File: src/rtl/lm_sm_sequencer_if.sv
// Data memory port driven by the LM/SM sequencer.
// The master (sequencer) drives address, enable, write-enable and write data.
// The slave (memory) returns combinational read data.
interface lm_sm_sequencer_if #(
  parameter int unsigned DATA_W = 16
);
  logic [DATA_W-1:0] mem_addr;
  logic              mem_en;
  logic              mem_wr_en;
  logic [DATA_W-1:0] mem_wdata;
  logic [DATA_W-1:0] mem_rdata;

  modport master (
    output mem_addr,
    output mem_en,
    output mem_wr_en,
    output mem_wdata,
    input  mem_rdata
  );

  modport slave (
    input  mem_addr,
    input  mem_en,
    input  mem_wr_en,
    input  mem_wdata,
    output mem_rdata
  );
endinterface

File: src/rtl/lm_sm_sequencer.sv
// Load-multiple / store-multiple sequencer in front of the data memory.
// It transfers one register per cycle at consecutive addresses and owns the memory
// port only while a transfer is in progress. Outside a transfer, the normal
// single load/store path passes straight through.
module lm_sm_sequencer #(
  parameter int unsigned DATA_W = 16,
  parameter int unsigned NREG   = 8,
  parameter int unsigned REG_AW = 3
) (
  input  logic                clk,
  input  logic                reset,
  input  logic                start,
  input  logic                is_store,
  input  logic [DATA_W-1:0]   base_addr,
  input  logic [NREG-1:0]     reg_mask,
  input  logic [DATA_W-1:0]   pass_addr,
  input  logic                pass_en,
  input  logic                pass_wr_en,
  input  logic [DATA_W-1:0]   pass_wdata,
  input  logic [DATA_W-1:0]   rf_rd_data,
  lm_sm_sequencer_if.master   mem,
  output logic [REG_AW-1:0]   rf_rd_addr,
  output logic                rf_wr_en,
  output logic [REG_AW-1:0]   rf_wr_addr,
  output logic [DATA_W-1:0]   rf_wr_data,
  output logic                stall,
  output logic                done
);

  typedef enum logic [1:0] {StIdle, StAccess, StDone} state_e;

  state_e            state_q;
  logic [DATA_W-1:0] addr_q;
  logic [NREG-1:0]   mask_q;
  logic              store_q;

  logic [REG_AW-1:0] idx;
  logic [NREG-1:0]   mask_clr;
  logic              in_access;
  logic              sm_active;
  logic              lm_active;

  // Priority encoder: the lowest set mask bit is the register served this cycle.
  always_comb begin
    idx = '0;
    for (int i = NREG - 1; i >= 0; i--) begin
      if (mask_q[i]) idx = REG_AW'(i);
    end
  end

  // Clearing the lowest set bit is the same as clearing bit idx.
  assign mask_clr  = mask_q & (mask_q - NREG'(1));
  assign in_access = (state_q == StAccess);
  assign sm_active = in_access && store_q;
  assign lm_active = in_access && !store_q;

  // Sequencer state: capture the request, then walk the mask one register per cycle.
  always_ff @(posedge clk or negedge reset) begin
    if (!reset) begin
      state_q <= StIdle;
      addr_q  <= '0;
      mask_q  <= '0;
      store_q <= 1'b0;
    end else begin
      unique case (state_q)
        StIdle: begin
          if (start) begin
            store_q <= is_store;
            addr_q  <= base_addr;
            mask_q  <= reg_mask;
            state_q <= (reg_mask != '0) ? StAccess : StDone;
          end
        end
        StAccess: begin
          mask_q <= mask_clr;
          addr_q <= addr_q + DATA_W'(1);
          if (mask_clr == '0) state_q <= StDone;
        end
        StDone: begin
          state_q <= StIdle;
        end
        default: begin
          state_q <= StIdle;
        end
      endcase
    end
  end

  // Control outputs: mirror the pass path unless a transfer owns the port.
  always_comb begin
    mem.mem_addr  = pass_addr;
    mem.mem_en    = pass_en;
    mem.mem_wr_en = pass_wr_en;
    rf_rd_addr    = '0;
    rf_wr_en      = 1'b0;
    rf_wr_addr    = '0;
    stall         = 1'b0;
    done          = (state_q == StDone);
    if (in_access) begin
      mem.mem_addr  = addr_q;
      mem.mem_en    = 1'b1;
      mem.mem_wr_en = store_q;
      stall         = 1'b1;
      if (store_q) begin
        rf_rd_addr = idx;
      end else begin
        rf_wr_en   = 1'b1;
        rf_wr_addr = idx;
      end
    end
  end

  // Data paths are kept apart from the control block so the combinational memory
  // and register-file reads do not form a false loop through one process.
  assign mem.mem_wdata = sm_active ? rf_rd_data :
                         (in_access ? '0 : pass_wdata);
  assign rf_wr_data    = lm_active ? mem.mem_rdata : '0;

endmodule

File: src/flat_wrapper.sv
// flat-port wrapper written by rule: the top's interface ports become plain ports
module lm_sm_sequencer_flat 
#(
  parameter int unsigned DATA_W = 16,
  parameter int unsigned NREG   = 8,
  parameter int unsigned REG_AW = 3
)
  (clk, reset, start, is_store, base_addr, reg_mask, pass_addr, pass_en, pass_wr_en, pass_wdata, rf_rd_data, rf_rd_addr, rf_wr_en, rf_wr_addr, rf_wr_data, stall, done, mem_mem_addr, mem_mem_en, mem_mem_wr_en, mem_mem_wdata, mem_mem_rdata);
  lm_sm_sequencer_if #(.DATA_W(DATA_W)) mem_i ();
  input  logic clk;
  input  logic reset;
  input  logic start;
  input  logic is_store;
  input  logic [DATA_W-1:0] base_addr;
  input  logic [NREG-1:0] reg_mask;
  input  logic [DATA_W-1:0] pass_addr;
  input  logic pass_en;
  input  logic pass_wr_en;
  input  logic [DATA_W-1:0] pass_wdata;
  input  logic [DATA_W-1:0] rf_rd_data;
  output logic [REG_AW-1:0] rf_rd_addr;
  output logic rf_wr_en;
  output logic [REG_AW-1:0] rf_wr_addr;
  output logic [DATA_W-1:0] rf_wr_data;
  output logic stall;
  output logic done;
  output wire logic [$bits(mem_i.mem_addr)-1:0] mem_mem_addr;
  output wire logic [$bits(mem_i.mem_en)-1:0] mem_mem_en;
  output wire logic [$bits(mem_i.mem_wr_en)-1:0] mem_mem_wr_en;
  output wire logic [$bits(mem_i.mem_wdata)-1:0] mem_mem_wdata;
  input wire logic [$bits(mem_i.mem_rdata)-1:0] mem_mem_rdata;
  assign mem_mem_addr = mem_i.mem_addr;
  assign mem_mem_en = mem_i.mem_en;
  assign mem_mem_wr_en = mem_i.mem_wr_en;
  assign mem_mem_wdata = mem_i.mem_wdata;
  assign mem_i.mem_rdata = mem_mem_rdata;
  lm_sm_sequencer #(.DATA_W(DATA_W), .NREG(NREG), .REG_AW(REG_AW)) u_core (.clk(clk), .reset(reset), .start(start), .is_store(is_store), .base_addr(base_addr), .reg_mask(reg_mask), .pass_addr(pass_addr), .pass_en(pass_en), .pass_wr_en(pass_wr_en), .pass_wdata(pass_wdata), .rf_rd_data(rf_rd_data), .mem(mem_i), .rf_rd_addr(rf_rd_addr), .rf_wr_en(rf_wr_en), .rf_wr_addr(rf_wr_addr), .rf_wr_data(rf_wr_data), .stall(stall), .done(done));
endmodule
File: config.mk
export PLATFORM = sky130hd
export DESIGN_NAME = lm_sm_sequencer_flat
export DESIGN_NICKNAME = d
export VERILOG_FILES = /design/src/rtl/lm_sm_sequencer_if.sv /design/src/rtl/lm_sm_sequencer.sv /design/src/flat_wrapper.sv
export SDC_FILE = /design/constraint.sdc
export NUM_CORES = 1
export LEC_CHECK = 0
export ABC_AREA = 1
export CAP_MARGIN = 20
export CORE_MARGIN = 1.5
export CORE_UTILIZATION = 37
export DETAILED_ROUTE_END_ITERATION = 7
export GPL_ROUTABILITY_DRIVEN = 0
export PLACE_DENSITY_LB_ADDON = 0.12
export SKIP_CTS_REPAIR_TIMING = 1
export SLEW_MARGIN = 20
export SYNTH_ARGS = -nofsm -noshare
export SYNTH_HDL_FRONTEND = slang
export SYNTH_SLANG_ARGS = --single-unit
File: constraint.sdc
create_clock -name clk -period 1.5 [get_ports clk]
set_input_delay 0.225 -clock clk [delete_from_list [all_inputs] [get_ports clk]]
set_output_delay 0.225 -clock clk [all_outputs]
set_load 0.02 [all_outputs]
==> results of run 1 <==
==> cells by family (layout without fill, tap and decap cells) <==
| logic type | Yosys count | after routing |
|---|---|---|
| and+or+nand+nor | 242 | 242 |
| buffers and inverters | 66 | 259 |
| AOI/OAI and AO/OA | 60 | 60 |
| DFF | 27 | 27 |
| adders and majority gates | 1 | 1 |
| muxes | 1 | 1 |
==> layer usage <==
layer	GRT usage [%]	vias to the layer above	share of wire, %
met5	0	-	0
met4	5.93	0	1.4
met3	3.56	14	5.4
met2	45.7	99	54
met1	29.4	1537	39
li1	-	1649	-
==> stage by stage <==
stage | hold slack [ns] | cells
finish | 0.317 | 665
detailed placement | 0.517 | 650
global placement | 0.498 | 650
floorplan | -0.0706 | 397
global route | 0.331 | 665
CTS | 0.326 | 654
==> state kept, by name, indices dropped and copies added (netlist names) <==
| signal | cells |
|---|---|
| u_core.addr_q | 16 |
| u_core.mask_q | 8 |
| u_core.state_q | 2 |
| u_core.store_q | 1 |
==> how the worst max path moves through the flow <==
stage                                 start  slack, ns  depth (start not counted)                 to
after floorplan           u_core.state_q[0]      -0.06                          5   mem_mem_addr[11]
after global placement    u_core.state_q[1]      -0.36                          5  mem_mem_wdata[13]
after detailed placement  u_core.state_q[1]      -0.41                          6      rf_wr_addr[0]
after CTS                 u_core.state_q[1]      -0.72                          6      rf_wr_addr[0]
after global routing      u_core.state_q[0]      -0.37                          9     rf_wr_data[13]
final                     u_core.state_q[0]      -0.30                          9     rf_wr_data[13]
==> report_power, final <==
part	switching, mW	total, mW	leakage [nW]	internal, mW
Sequential	0.303	1.40	0.323	1.10
Combinational	4.32	7.72	1.99	3.40
Clock	0.236	0.427	0.0228	0.191
Total	4.86	9.55	2.33	4.69
==> critical path, delay by kind of cell, from the launching register on <==
kind	cells	cell delay (ns)
flops	1	0.38
simple gates	3	0.34
buf+inv	6	0.57
==> area by class of cell <==
class | count | area (um^2)
sequential | 27 | 677
fill | 470 | 1390
clock buffer | 4 | 45.0
tap | 75 | 93.8
inverter | 48 | 205
multi-input combinational | 304 | 1600
timing repair inverter | 2 | 22.5
timing repair buffer | 205 | 1960
==> synth_stat cells, types with 4 or more instances <==
library cell	n	share of area, %
a21oi_1	11	2.4
buf_2	10	2.2
clkbuf_1	6	0.97
dfrtp_1	27	29
inv_1	43	7.0
inv_2	4	0.65
nand2_1	118	19
nand3_1	35	7.6
nor2_1	72	12
nor3_1	6	1.3
o21ai_0	28	6.1
o21ai_1	4	0.87
o22ai_1	4	1.1
==> summary.txt, run 1 <==
Outcome: finished, violations left
Violated checks: setup timing
DPL Wire Length: 6780 um
Number of global-route vias before repair: 2,961
PortBufs: 152
Crit Reg-Reg Startpoint: u_core.state_q[0]
Crit Reg-Reg Endpoint: u_core.addr_q[7]
Synth Area in Compound Gates: 14.7%
Post-Route Setup TNS: -12.05 ns
Fin. Hold Viols: 0
Main combinational cell family by area after synthesis: simple AND/OR/NAND/NOR gates
Period minus WS final: 1.80 ns
Placed Area: 4250 um^2
Final wirelength: 9180 um
R2R cell count: 11
Total gr overflow: 0
Router iterations before antenna repair: 4
Most used DFF post-synth: dfrtp_1
Skew-Pair Late Insertion Delay: 0.28 ns
CTS tree: done
Clk root buf: clkbuf_8
WS Path Type: reg2out
R2R setup slack: -0.10 ns
Leakage: 2.33 nW
Drc violations: 0
Count of different cell masters after synthesis: 32
Seq/Total Area, Yosys: 29.2%
Starting Density: 38.6%
Final worst setup slack: -0.302 ns
Commonest non-fill, non-tap cells in the layout: nand2_1, clkdlybuf4s50_1, buf_4
Initial DRC Count: 133
Finished Core Util: 76.8%
CP cell instances: inv_2, nor2_8, inv_6, nor2_4, buf_12, buf_12, inv_8, nor2_4, buf_6
RSZ-0062 raised after global routing: true
Async S/R FF share, synth: 100%
Clk buf depth: 2
Largest net degree at the start of global routing: 28
Cell area after synthesis: 2310 um^2
Num CTS Buffers: 3
Synthesized flop and latch total: 27
H-Tree Level Count: 1
Post-synthesis cell count: 397
Power density cells: 2080 nW/um^2
VDD IR max: 1.25 mV
Max incr delay on CP: 0.38 ns
Leading cell type in the layout, fill and taps excluded: nand2_1
Diode count: 0
Clk slew on worst S/H paths: 0.10 ns
CP Launch Type: register
Die area: 6730 um^2
Row count: 28
GRT Util Overall: 24.6%
Slew Limit Fails: 0
F_max: 555 MHz
Total Power: 9.55 mW
Die W: 82.0 um
Syn_nets: 492
WL/cell: 13.8 um
Sink Count: 27
Core region area: 5990 um^2
Synth Warn #: 0
First-pass GRT wire length: 13,100 um
Synth Area per Inst: 5.82 um^2
Final period util: 120%
Least-Margin Pin Slew: 0.366 ns
Hold Crit Class: in2async
Simple-Gate Fraction of Synth Area: 43.3%
Post-synthesis adder-cell area fraction: 0.541%
Slowest stage cell, crit path: dfrtp_1
IO Pins: 153
Crit Path Max Fanout: 6
Initial antenna violation count: 0
XOR/XNOR Fraction of Synth Area: 0%
Post-DR vias/cell: 4.96
Mux share of post-synthesis cell area: 0.487%
Worst clock skew: 0.00598 ns
CP required: 1.27 ns
Crit path capture type: output port
Layout cells sized above 1: 26.9%
EDFF count, synth: 0
Setup-failing EPs final: 69
DR vias: 3,299
Final non-filler cell area: 4600 um^2
Final ANT Viol Nets: 0
Max cap viols: 0
Critical Path AT: 1.58 ns
Worst rel slew slack: 75.6%
Worst slack at placement: -0.407 ns
Area growth, synth to finish: 99.1%
Die Y: 82.0 um
Final #Nets: 686
Note: power is estimated with default switching activity, not from simulation.
==> run 2, diff against run 1 <==
HOLD_SLACK_MARGIN = 0.1   (was unset)
REMOVE_ABC_BUFFERS = 1   (was unset)
==> run 2 against run 1 <==
Against the previous run: the run still ends with setup timing left; maximum frequency decreased by 0.12%; clock-buffer cell count unchanged; routed wire length up 9.9%; register-to-register slack lost 0.04 ns; sequential share of layout area down 0.57 points; largest power group unchanged.
==> summary.txt, run 2 (synthesis results as in run 1) <==
Top flop regs: u_core.addr_q (16), u_core.mask_q (8), u_core.state_q (2)
Leading cell type in the layout, fill and taps excluded: nand2_1
Top routing layer in use: met4
Final period util: 120% (+0.15 points)
Final ANT Viol Nets: 0 (unchanged)
Finished Core Util: 80.1% (+3.3 points)
Seq pwr share: 13.5% (-1.2 points)
Worst clock skew: 0.00830 ns (+0.00232 ns)
Least-Margin Pin Slew: 0.379 ns (+0.0135 ns)
Initial antenna violation count: 0 (unchanged)
CP required: 1.27 ns (about the same)
Crit path capture type: output port
Outcome: finished, violations left
IO Pins: 153 (unchanged)
Initial DRC Count: 170 (+28%)
DR vias: 3,414 (+3.5%)
Die area: 6730 um^2 (unchanged)
Sink Count: 27 (unchanged)
Drc violations: 0 (unchanged)
DPL Wire Length: 6750 um (-0.57%)
Router iterations before antenna repair: 4 (unchanged)
Period minus WS final: 1.80 ns (+0.00219 ns)
Row count: 28 (unchanged)
CP Launch Type: register
Placed Area: 4220 um^2 (-0.82%)
PortBufs: 152 (unchanged)
Number of global-route vias before repair: 2,963 (+0.068%)
Die W: 82.0 um (unchanged)
Area growth, synth to finish: 108%
Fin. Hold Viols: 0 (unchanged)
Reg with most FFs: u_core.addr_q
Final #Nets: 709 (+3.4%)
Max cap viols: 0 (unchanged)
Critical Path AT: 1.58 ns (about the same)
WL/cell: 14.7 um (+6.2%)
Final non-filler cell area: 4800 um^2 (+4.2%)
Setup-failing EPs final: 74 (+7.2%)
Starting Density: 38.6% (unchanged)
VDD IR max: 1.53 mV (+22%)
Core region area: 5990 um^2 (unchanged)
Post-DR vias/cell: 4.96 (about the same)
Diode count: 0 (unchanged)
Crit Path Max Fanout: 7 (+1)
Hold Crit Class: in2async
Max FFs per register: 16 (unchanged)
Pint: 5.46 mW (+16%)
Worst rel slew slack: 74.7% (-0.90 points)
First-pass GRT wire length: 13,100 um (+0.53%)
Power density cells: 2220 nW/um^2 (+7.1%)
Final wirelength: 10,100 um (+9.9%)
Total gr overflow: 0 (unchanged)
WS Path Type: reg2out
Num CTS Buffers: 3 (unchanged)
Met3 WL: 914 um (+85%)
CTS tree: done
Skew-Pair Late Insertion Delay: 0.28 ns (about the same)
Total Power: 10.7 mW (+12%)
Leakage: 2.42 nW (+3.8%)
RSZ-0062 raised after global routing: true
Worst slack at placement: -0.403 ns (+0.00380 ns)
Comb power frac: 82.3% (+1.5 points)
Die Y: 82.0 um (unchanged)
Violated checks: setup timing
Commonest non-fill, non-tap cells in the layout: nand2_1, clkdlybuf4s50_1, buf_4
H-Tree Level Count: 1 (unchanged)
Slew Limit Fails: 0 (unchanged)
Layout cells sized above 1: 33.1% (+6.2 points)
F_max: 554 MHz (-0.12%)
Clk root buf: clkbuf_8
Clk slew on worst S/H paths: 0.11 ns (about the same)
GRT Util Overall: 24.8% (+0.22 points)
Clk buf depth: 2 (unchanged)
WL met2: 5120 um (+2.5%)
Largest net degree at the start of global routing: 28 (unchanged)
Clock group share of total power: 4.2% (-0.3 points)
Met1 WL: 3850 um (+8.0%)
Fill count: 420 (-11%)
Final worst setup slack: -0.304 ns (-0.00219 ns)
Sw Share: 48.8% (-2.1 points)
NetSw: 5.20 mW (+7.2%)
[run 2: changes by cell type in the layout (fill, tap and decap cells not counted), sizes merged]
cell,before,now
buf,84,122
dlymetal6s2s,11,1
clkbuf,21,18
inv,49,46
clkinv,1,2
[run 2: metrics by stage]
stage	TNS, ns	hold WS (ns)	instances
3_3_place_gp	-18.64	0.494	655
2_1_floorplan	-47.10	-0.0706	379
4_1_cts	-39.42	0.334	659
5_1_grt	-16.74	0.337	688
3_5_place_dp	-20.81	0.509	655
6_report	-11.70	0.304	688
[run 2: final timing paths]
path | cells after the start | startpoint | end | slack [ns]
min | 2 | reset | u_core.mask_q[4] | 0.30
max reg2reg | 11 | u_core.state_q[0] | u_core.mask_q[5] | -0.14
min reg2reg | 2 | u_core.addr_q[15] | u_core.addr_q[15] | 0.53
max in group asynchronous | 2 | reset | u_core.state_q[1] | 0.88
min in group clk | 2 | u_core.addr_q[15] | u_core.addr_q[15] | 0.53
max | 7 | u_core.state_q[0] | mem_mem_addr[13] | -0.30
[run 2: power by group through the flow]
stage               Clock (mW)  Sequential, mW  Combinational [mW]
floorplan                    0            1.44                3.43
detailed placement           0            1.37                6.90
CTS                      0.433            1.35                6.93
finish                   0.448            1.44                8.77
global route             0.474            1.48                9.41
global placement             0            1.35                6.77
[run 2: final cells by class]
class                      count  area, um^2  area share, %
tap                           75        93.8           1.96
multi-input combinational    304        1610           33.5
clock buffer                   4        45.0          0.939
sequential                    27         678           14.1
timing repair buffer         230        2170           45.2
inverter                      48         203           4.23
[run 2: worst max-delay path: stages (launching register included)]
cell and delay (ns):
dfrtp_1 0.38, inv_2 0.07, nor2_8 0.17, inv_8 0.06, buf_12 0.13, or2_1 0.23
o21a_1 0.12, buf_6 0.13
[run 2: layer usage]
layer	track usage (%)	vias to the layer above
li1	-	1687
met2	46.0	150
met4	8.47	0
met1	28.1	1561
met3	4.67	16
met5	0	-
==> run 3, diff against run 2 <==
TNS_END_PERCENT = 10   (was unset)
==> run 3 against run 2 <==
Against the previous run: the run still ends with setup timing left; critical path depth is 1 lower; total power is 18% lower; die area stayed put; sequential power is 3% lower; clock-buffer cell count stayed put; maximum frequency is 0.49% higher; register-to-register slack better by 0.12 ns; global-route usage stayed put; core utilization is 10 points lower; combinational power is 21% lower; first-iteration DRC count is 1.8% higher; critical path type unchanged.
==> summary.txt, run 3 (synthesis results as in run 1) <==
H-Tree Level Count: 1 (unchanged)
Crit path capture type: output port
Placed Area: 4220 um^2 (unchanged)
Fill count: 553 (+32%)
Crit-path leading delay family: flip-flops
Least-Margin Pin Slew: 0.366 ns (-0.0133 ns)
Crit Reg-Reg Endpoint: u_core.addr_q[2]
IO Pins: 153 (unchanged)
Final worst setup slack: -0.295 ns (+0.00872 ns)
Max cap viols: 0 (unchanged)
Crit Path Max Fanout: 14 (+7)
Crit Reg-Reg Startpoint: u_core.state_q[1]
GRT Util Overall: 24.8% (unchanged)
Drc violations: 0 (unchanged)
R2R setup slack: -0.02 ns (+0.12 ns)
Die Y: 82.0 um (unchanged)
Non-Filler Instances: 665 (-3.3%)
Clk slew on worst S/H paths: 0.10 ns (about the same)
VDD IR max: 1.22 mV (-20%)
Sink Count: 27 (unchanged)
WP buf/inv: 3 (-1)
Total gr overflow: 0 (unchanged)
Starting Density: 38.6% (unchanged)
Worst rel slew slack: 75.6% (+0.88 points)
Die area: 6730 um^2 (unchanged)
Initial antenna violation count: 0 (unchanged)
Hold Crit Class: in2async
WL/cell: 13.3 um (-9.2%)
Hold slack: 0.320 ns (+0.0163 ns)
Leading cell type in the layout, fill and taps excluded: nand2_1
Top flop regs: u_core.addr_q (16), u_core.mask_q (8), u_core.state_q (2)
Leakage: 2.18 nW (-10%)
Diode count: 0 (unchanged)
Violated checks: setup timing
Setup-failing EPs final: 58 (-22%)
Worst clock skew: 0.00349 ns (-0.00481 ns)
RSZ-0062 raised after global routing: true
Router iterations before antenna repair: 5 (+1)
CP cell instances: nor2_8, inv_6, buf_12, or2_1, o21a_1, buf_6
Number of global-route vias before repair: 2,963 (unchanged)
Slew Limit Fails: 0 (unchanged)
CTS tree: done
Outcome: finished, violations left
Critical path depth: 6 (-1)
Critical Path AT: 1.57 ns (about the same)
CP Launch Type: register
WS Path Type: reg2out
Final #Nets: 686 (-3.2%)
Skew-Pair Late Insertion Delay: 0.27 ns (about the same)
Row count: 28 (unchanged)
Area growth, synth to finish: 81.1%
DR vias: 3,290 (-3.6%)
Slowest stage cell, crit path: dfrtp_2
Die W: 82.0 um (unchanged)
Final wirelength: 8860 um (-12%)
CP required: 1.27 ns (about the same)
Fin. Hold Viols: 0 (unchanged)
First-pass GRT wire length: 13,100 um (unchanged)
Max FFs per register: 16 (unchanged)
Placed insts: 655 (unchanged)
Commonest non-fill, non-tap cells in the layout: nand2_1, clkdlybuf4s50_1, nor2_1
Final period util: 120% (-0.58 points)
Post-Route Setup TNS: -8.95 ns (+2.75 ns)
Final ANT Viol Nets: 0 (unchanged)
F_max: 557 MHz (+0.49%)
Power density cells: 2090 nW/um^2 (-6.0%)
R2R cell count: 7 (-4)
Reg with most FFs: u_core.addr_q
Period minus WS final: 1.80 ns (-0.00872 ns)
Clk root buf: clkbuf_8
Layout cells sized above 1: 23.6% (-9.6 points)
Post-DR vias/cell: 4.95 (-0.30%)
DPL Wire Length: 6750 um (unchanged)
Largest net degree at the start of global routing: 28 (unchanged)
Clk buf depth: 2 (unchanged)
Num CTS Buffers: 3 (unchanged)
Initial DRC Count: 173 (+1.8%)
Max incr delay on CP: 0.46 ns (+0.08 ns)
Core region area: 5990 um^2 (unchanged)
PortBufs: 152 (unchanged)
Final non-filler cell area: 4180 um^2 (-13%)
==> run 3: cell type report <==
class | instances | area [um^2] | area share (%)
Clock buffer | 4 | 45.0 | 1.08
Inverter | 48 | 188 | 4.49
Multi-Input combinational cell | 304 | 1420 | 34.0
Sequential cell | 27 | 677 | 16.2
Tap cell | 75 | 93.8 | 2.24
Timing Repair Buffer | 207 | 1760 | 42.0
==> run 3: routing by layer <==
| metal | global-route usage [%] | share of wire, % | wire length [um] |
|---|---|---|---|
| met5 | 0 | 0 | 0 |
| met3 | 4.67 | 9.1 | 802 |
| met4 | 8.47 | 1.6 | 140 |
| met1 | 28.1 | 40 | 3510 |
| met2 | 46.0 | 50 | 4410 |
==> run 3: worst max path at each step <==
stage | start | to
floorplan | u_core.state_q[0] | rf_wr_addr[0]
global placement | u_core.state_q[0] | mem_mem_addr[7]
detailed placement | u_core.state_q[1] | rf_wr_data[8]
CTS | u_core.state_q[1] | rf_wr_data[8]
global route | u_core.state_q[0] | mem_mem_addr[13]
finish | u_core.state_q[1] | mem_mem_addr[13]
==> run 3: report_power, final <==
| group | leakage [nW] | switching (mW) | internal, mW |
|---|---|---|---|
| sequential | 0.323 | 0.298 | 1.10 |
| combinational | 1.83 | 3.96 | 2.96 |
| clock | 0.0228 | 0.241 | 0.191 |
| total | 2.18 | 4.50 | 4.25 |
==> run 3: through the flow <==
| step | total power [mW] | utilization [%] | setup WS [ns] |
|---|---|---|---|
| floorplan | 4.87 | - | -0.930 |
| global placement | 8.13 | 70.4 | -0.356 |
| detailed placement | 8.27 | 70.4 | -0.403 |
| CTS | 8.71 | 71.1 | -0.714 |
| global route | 9.45 | 69.8 | -0.366 |
| finish | 8.74 | 69.8 | -0.295 |
